### config.mk
export PLATFORM = sky130hd
export DESIGN_NAME = ex_muldiv
export DESIGN_NICKNAME = d
export VERILOG_FILES = /design/src/rtl/muldiv_pkg.sv /design/src/rtl/ex_muldiv.sv
export SDC_FILE = /design/constraint.sdc
export NUM_CORES = 1
export LEC_CHECK = 0
export CAP_MARGIN = 5
export CORE_ASPECT_RATIO = 0.75
export CORE_MARGIN = 2
export CORE_UTILIZATION = 25
export CTS_BUF_LIST = sky130_fd_sc_hd__clkbuf_16
export DETAILED_ROUTE_END_ITERATION = 8
export PLACE_DENSITY = 0.39
export SETUP_SLACK_MARGIN = 0.2
export SLEW_MARGIN = 5
export SYNTH_ARGS = -nofsm -noshare
export SYNTH_HDL_FRONTEND = slang
export SYNTH_SLANG_ARGS = --single-unit
### constraint.sdc
create_clock -name i_clk -period 9 [get_ports i_clk]
set_input_delay 2.25 -clock i_clk [delete_from_list [all_inputs] [get_ports i_clk]]
set_output_delay 2.25 -clock i_clk [all_outputs]
set_load 0.03 [all_outputs]
### src/rtl/muldiv_pkg.sv
// Shared types and constants for the iterative RV32M multiply/divide unit.
package muldiv_pkg;

   localparam logic [6:0]  Funct7Mext = 7'b000_0001;
   localparam logic [31:0] DivByZero  = 32'hFFFF_FFFF;
   localparam logic [31:0] IntMin     = 32'h8000_0000;

   typedef enum logic [2:0] {
      MD_MUL    = 3'b000,
      MD_MULH   = 3'b001,
      MD_MULHSU = 3'b010,
      MD_MULHU  = 3'b011,
      MD_DIV    = 3'b100,
      MD_DIVU   = 3'b101,
      MD_REM    = 3'b110,
      MD_REMU   = 3'b111
   } md_op_t;

   typedef enum logic [1:0] {
      S_IDLE,
      S_CALC,
      S_DONE
   } state_t;

   function automatic logic [31:0] abs_val(input logic [31:0] v, input logic neg);
      return neg ? -v : v;
   endfunction

endpackage

### src/rtl/ex_muldiv.sv
// Iterative RV32M multiply/divide: radix-2 shift-add multiply and restoring divide,
// one bit per cycle, stalling the upstream pipeline while busy.
module ex_muldiv
   import muldiv_pkg::*;
#(
   parameter int unsigned XLEN = 32
) (
   input  logic            i_clk,
   input  logic            i_rst,
   input  logic            i_start,
   input  logic [2:0]      i_funct3,
   input  logic [XLEN-1:0] i_rs1_data,
   input  logic [XLEN-1:0] i_rs2_data,
   input  logic            i_flush,
   output logic            o_busy,
   output logic            o_done,
   output logic [XLEN-1:0] o_result
);

   localparam int unsigned CntW = $clog2(XLEN);

   state_t            state_q;
   md_op_t            op_q;
   logic              neg_a_q, neg_b_q;
   logic [CntW-1:0]   cnt_q;
   logic [2*XLEN-1:0] acc_q;
   logic [XLEN-1:0]   rem_q, b_q;

   md_op_t            op_in;
   logic              a_sgn, b_sgn, neg_a, neg_b;
   logic [XLEN-1:0]   abs_a, abs_b;
   logic              div_zero, div_ovf, special;
   logic [XLEN-1:0]   special_res;

   always_comb begin
      op_in = md_op_t'(i_funct3);
      a_sgn = 1'b0;
      b_sgn = 1'b0;
      unique case (op_in)
         MD_MUL, MD_MULH, MD_DIV, MD_REM: begin
            a_sgn = 1'b1;
            b_sgn = 1'b1;
         end
         MD_MULHSU: a_sgn = 1'b1;
         default: ;
      endcase
      neg_a    = a_sgn & i_rs1_data[XLEN-1];
      neg_b    = b_sgn & i_rs2_data[XLEN-1];
      abs_a    = abs_val(i_rs1_data, neg_a);
      abs_b    = abs_val(i_rs2_data, neg_b);
      div_zero = i_funct3[2] & (i_rs2_data == '0);
      div_ovf  = a_sgn & i_funct3[2] & (i_rs1_data == IntMin) & (i_rs2_data == '1);
      special  = div_zero | div_ovf;
      // funct3[1] separates REM* from DIV* within the divide group
      if (div_zero) special_res = i_funct3[1] ? i_rs1_data : DivByZero;
      else          special_res = i_funct3[1] ? '0 : IntMin;
   end

   logic [XLEN:0]     mul_sum, rem_sh, diff;
   logic [2*XLEN-1:0] mul_next, prod;
   logic              q_bit;
   logic [XLEN-1:0]   rem_next, quo_next, quo_f, rem_f, calc_res;

   always_comb begin
      mul_sum  = {1'b0, acc_q[2*XLEN-1:XLEN]} + (acc_q[0] ? {1'b0, b_q} : '0);
      mul_next = {mul_sum, acc_q[XLEN-1:1]};
      // Dividend bits enter the remainder MSB-first; quotient bits fill acc from the bottom
      rem_sh   = {rem_q, acc_q[XLEN-1]};
      diff     = rem_sh - {1'b0, b_q};
      q_bit    = ~diff[XLEN];
      rem_next = q_bit ? diff[XLEN-1:0] : rem_sh[XLEN-1:0];
      quo_next = {acc_q[XLEN-2:0], q_bit};
      prod     = (neg_a_q ^ neg_b_q) ? -mul_next : mul_next;
      quo_f    = (neg_a_q ^ neg_b_q) ? -quo_next : quo_next;
      rem_f    = neg_a_q ? -rem_next : rem_next;
      unique case (op_q)
         MD_MUL:                        calc_res = prod[XLEN-1:0];
         MD_MULH, MD_MULHSU, MD_MULHU:  calc_res = prod[2*XLEN-1:XLEN];
         MD_DIV, MD_DIVU:               calc_res = quo_f;
         default:                       calc_res = rem_f;
      endcase
   end

   assign o_busy = ~i_rst & ((state_q == S_CALC) |
                             ((state_q == S_IDLE) & i_start & ~i_flush));

   always_ff @(posedge i_clk or posedge i_rst) begin
      if (i_rst) begin
         state_q  <= S_IDLE;
         op_q     <= MD_MUL;
         neg_a_q  <= 1'b0;
         neg_b_q  <= 1'b0;
         cnt_q    <= '0;
         acc_q    <= '0;
         rem_q    <= '0;
         b_q      <= '0;
         o_result <= '0;
         o_done   <= 1'b0;
      end else begin
         o_done <= 1'b0;
         if (i_flush) begin
            state_q <= S_IDLE;
         end else begin
            unique case (state_q)
               S_IDLE: begin
                  if (i_start) begin
                     op_q    <= op_in;
                     neg_a_q <= neg_a;
                     neg_b_q <= neg_b;
                     b_q     <= abs_b;
                     rem_q   <= '0;
                     acc_q   <= {{XLEN{1'b0}}, abs_a};
                     cnt_q   <= CntW'(XLEN - 1);
                     if (special) begin
                        o_result <= special_res;
                        o_done   <= 1'b1;
                        state_q  <= S_DONE;
                     end else begin
                        state_q  <= S_CALC;
                     end
                  end
               end
               S_CALC: begin
                  acc_q <= op_q[2] ? {{XLEN{1'b0}}, quo_next} : mul_next;
                  rem_q <= rem_next;
                  cnt_q <= cnt_q - 1'b1;
                  if (cnt_q == '0) begin
                     o_result <= calc_res;
                     o_done   <= 1'b1;
                     state_q  <= S_DONE;
                  end
               end
               default: state_q <= S_IDLE;
            endcase
         end
      end
   end

endmodule

==> results.txt <==
* Run status: finished clean
- Area used by sequential logic in the layout: between 0.004 and 0.005 sq mm
- Worst slew pin tran: roughly 1100 ps
- In this run the number of H-tree levels came out at 4.
- Fill cells in the final layout number between 7k and 8k.
- After detailed routing, the total wire length is around 75,000 um.
- Number of nets still failing antenna checks after routing: 0
- Async set-or-reset flop fraction in the synthesized netlist: 1.000
- Synthesized-area fraction occupied by and/or/nand/nor cells: 0.2039
- Post-Synth Adder-Cell Area: 0.05537
- Hold_buf cts: 0
* CTS clock-pin slew for the worst setup and hold paths: around 90 ps
* CP arrival: around 7600 ps
- By count the netlist is led by 280 x sky130_fd_sc_hd__nand2_1, 244 x sky130_fd_sc_hd__o21ai_0, 177 x sky130_fd_sc_hd__nor2_1.
- The compound-cell area share of the yosys netlist was 0.2860.
- The core region is 0.06700 sq mm.
- In this run the static leakage power is between 7 and 8 nW.
- Fraction of post-synthesis cell area in the top cell type by area: 0.2548
- FMAX: 0.1400 GHz
* Max rail drop VDD: roughly 0.24 mV
- Average wire per cell in the routed design: between 20 and 25 um
- The number of global-route vias before repair came to 16.29k.
- The initial utilization of the core area, before any placement, comes to 0.2536.
* Startpoint-to-endpoint class of the critical path: in2reg
- In the final layout, the multi-input gates occupy approximately 0.012 sq mm.
- Pin placement for this block handled between 100 and 150 I/O pins.
- Of the cells placed in the final design, the portion with a size suffix greater than 1 is 0.04570.
* Synth Register Bits: around 170
* Dominant cell by count in the synthesized netlist: sky130_fd_sc_hd__nand2_1
- Synthesis instantiated approximately 100 different standard cells from the library.
* Number of buffers created by CTS: 17
- In this run the cell area of the synthesized design comes to roughly 0.017 sq mm.
- For the final database, setup skew stands at roughly 19 ps.
- The initial antenna violation count was 4.
* Setup violation total in the final timing report: 0
* Clk_lat worst skew: 520 ps
* Setup bufs post-CTS: 0
- CP endpoint kind: flip-flop
- All-layer global routing usage: 0.2133
* DRC: 0
- Global-route wire length before repair: roughly 110,000 um
* Total Negative Setup Slacks: 0 ps
* 1st-iter DRT viols: roughly 1.7k
* Worst hold margin: between 400 and 500 ps
- Final Max Tran Viols: 0
- The number of nets in the synthesized netlist is about 2.4k.
- Critical path, cell by cell: clkdlybuf4s50_1 -> or4_1 -> or4_1 -> nor4_1 -> nand2_1 -> nor3_1 -> nor3_1 -> nand3b_1 -> inv_2 -> mux2_2
* Clock tree from TritonCTS: yes
- The number of buffers and inverters on the critical path is 2.
- In the routed layout, each cell is associated on average with a via count of about 5.5.
- Max-capacitance violation count: 0
* Multiplexer share of the synthesized area: 0.03336
- For this run, the share of the core covered by cells in the final layout is 0.2896.
- In this run the power density over the cells is approximately 350 mW/mm^2.
- The die is 229.8 um tall.
- Remaining Overflow, GRT: 0
* Cell family with the largest share of critical-path delay: simple AND/OR/NAND/NOR gates
- Entering global routing, the biggest net connects between 100 and 150 pins.
* Area growth from synthesis to final layout: 14.19%
- Power comes to about 6.8 mW.
* Post-CTS resize count: 0
- Peak per-stage delay on the critical path: roughly 780 ps
* Standard cell with the maximum stage delay on the critical path: sky130_fd_sc_hd__nor3_1
* Number of instances in the synthesized netlist: 2,246
* Placed wire-length estimate after detailed placement: around 59,000 um
* Longest Clk Path Bufs: 2
- First-pass DRT Iterations: 5
- The most used flip-flop cell after synthesis is sky130_fd_sc_hd__dfrtp_1.
- Data on the critical path is required at its endpoint by about 9400 ps.
- Number of nets at the end of the flow: between 2k and 2.5k
- Xor and xnor area share after synthesis: 0.1144
- Worst slack, placed: between 1000 and 1500 ps
* Clock tree sinks: ~170
* Count of warnings emitted by yosys: 0
- The synthesized design contains 0 enable-type register cells.
- The final route contains between 15k and 20k vias.
- The synthesized design spends more area on one cell type than any other, namely sky130_fd_sc_hd__dfrtp_1.
- Shortest clock period the worst path allows after layout: just over 7000 ps
- By area the synthesized netlist is led by sky130_fd_sc_hd__dfrtp_1 25%, sky130_fd_sc_hd__o21ai_0 7.2%, sky130_fd_sc_hd__xnor2_1 6.8%, sky130_fd_sc_hd__nand2_1 6.2%, sky130_fd_sc_hd__ha_1 5.3%.
- Min setup slack post-route: 1858 ps
- Largest family of logic cells by synthesized area: compound AO/OA/AOI/OAI gates
* Part of the cycle the worst path needs: 0.7936
- Count of buffers from port buffering: approximately 100
- Std-Cell Rows: 82
* Routability cong.: approximately 0.96
- Biggest fanout along the worst timing path: 30
- Final Hold Viols: 0
- The share of the Yosys chip area taken by registers is 0.2548.
- The die covers approximately 0.07 sq mm.
- The cell sitting at the root of the clock tree is a sky130_fd_sc_hd__clkbuf_16.
- Each instance of the synthesized netlist takes up on average about 7.6 sq um.
* Startpoint types: input pin
- Measured along the x axis, the die boundary spans around 300 um.
- Setup repair after global routing missed its margin: no
- In this run the tightest slew margin relative to its limit is 0.2400.
- The min-delay analysis places its worst path in the category reg2reg.
==> logic make-up (layout without fill, tap and decap cells) <==
kind of cell | Yosys count | count (layout)
AO/OA/AOI/OAI | 765 | 765
XOR/XNOR | 222 | 222
adder cells (fa/ha/maj) | 74 | 74
buffers and inverters | 227 | 235
flip-flops | 173 | 173
multiplexers | 56 | 56
other | 0 | 1
AND/OR/NAND/NOR | 729 | 729
==> where the power goes <==
part	total, mW	switching (mW)	internal, mW
Sequential	1.23	0.274	0.957
Combinational	4.78	3.08	1.70
Clock	0.814	0.435	0.378
==> worst min-delay path, delay by kind of cell (launching register included) <==
kind	cells	cell delay (ps)
compound gates	1	60
flops	1	350
simple gates	1	40
==> final timing paths <==
kind                       depth (start not counted)          start      endpoint  slack (ps)
max in group asynchronous                          3          i_rst     acc_q[61]        5190
min reg2reg                                        2        b_q[21]       b_q[21]         490
max                                               10  i_rs2_data[6]   o_result[0]        1860
min in group asynchronous                          2          i_rst     rem_q[28]        2310
min                                                2        b_q[21]       b_q[21]         490
max reg2reg                                       21      acc_q[31]  o_result[28]        2670
==> per-stage QoR <==
| step | cell area, sq um | cells |
|---|---|---|
| floorplan | 16990 | 2246 |
| global placement | 18790 | 3104 |
| detailed placement | 18790 | 3104 |
| CTS | 19400 | 3136 |
| global route | 19400 | 3136 |
| finish | 19400 | 3137 |
==> flip-flops by register name, indices dropped and copies added (netlist names) <==
name / count
cnt_q: 5
neg_a_q: 1
acc_q: 64
b_q: 32
rem_q: 32
o_result: 32
op_q: 3
neg_b_q: 1
o_done: 1
state_q: 2
==> cell type report <==
type	count	area share
sequential	173	0.2232
antenna	1	0.0001290
multi-input combinational	1846	0.6096
inverter	73	0.01451
tap	882	0.05687
clock inverter	15	0.009479
timing repair buffer	130	0.06435
clock buffer	17	0.02192
==> layout by cell type (no fill, tap or decap), types with 35 or more instances in the layout <==
cell type	n
sky130_fd_sc_hd__nand2_1	280
sky130_fd_sc_hd__o21ai_0	243
sky130_fd_sc_hd__nor2_1	177
sky130_fd_sc_hd__dfrtp_1	172
sky130_fd_sc_hd__a21oi_1	167
sky130_fd_sc_hd__xnor2_1	130
sky130_fd_sc_hd__clkdlybuf4s50_1	104
sky130_fd_sc_hd__xor2_1	90
sky130_fd_sc_hd__ha_1	72
sky130_fd_sc_hd__inv_1	67
sky130_fd_sc_hd__mux2i_1	51
sky130_fd_sc_hd__nor3_1	46
sky130_fd_sc_hd__o21ai_1	39
sky130_fd_sc_hd__a31oi_1	35
==> metal layers <==
metal,up-vias,track usage,wire length [um]
met2,530,0.3074,31390
met5,-,0,0
met3,53,0.03631,4795
li1,8139,-,-
met1,8405,0.3247,37990
met4,0,0.05043,1165
(Power assumes the default switching activity.)
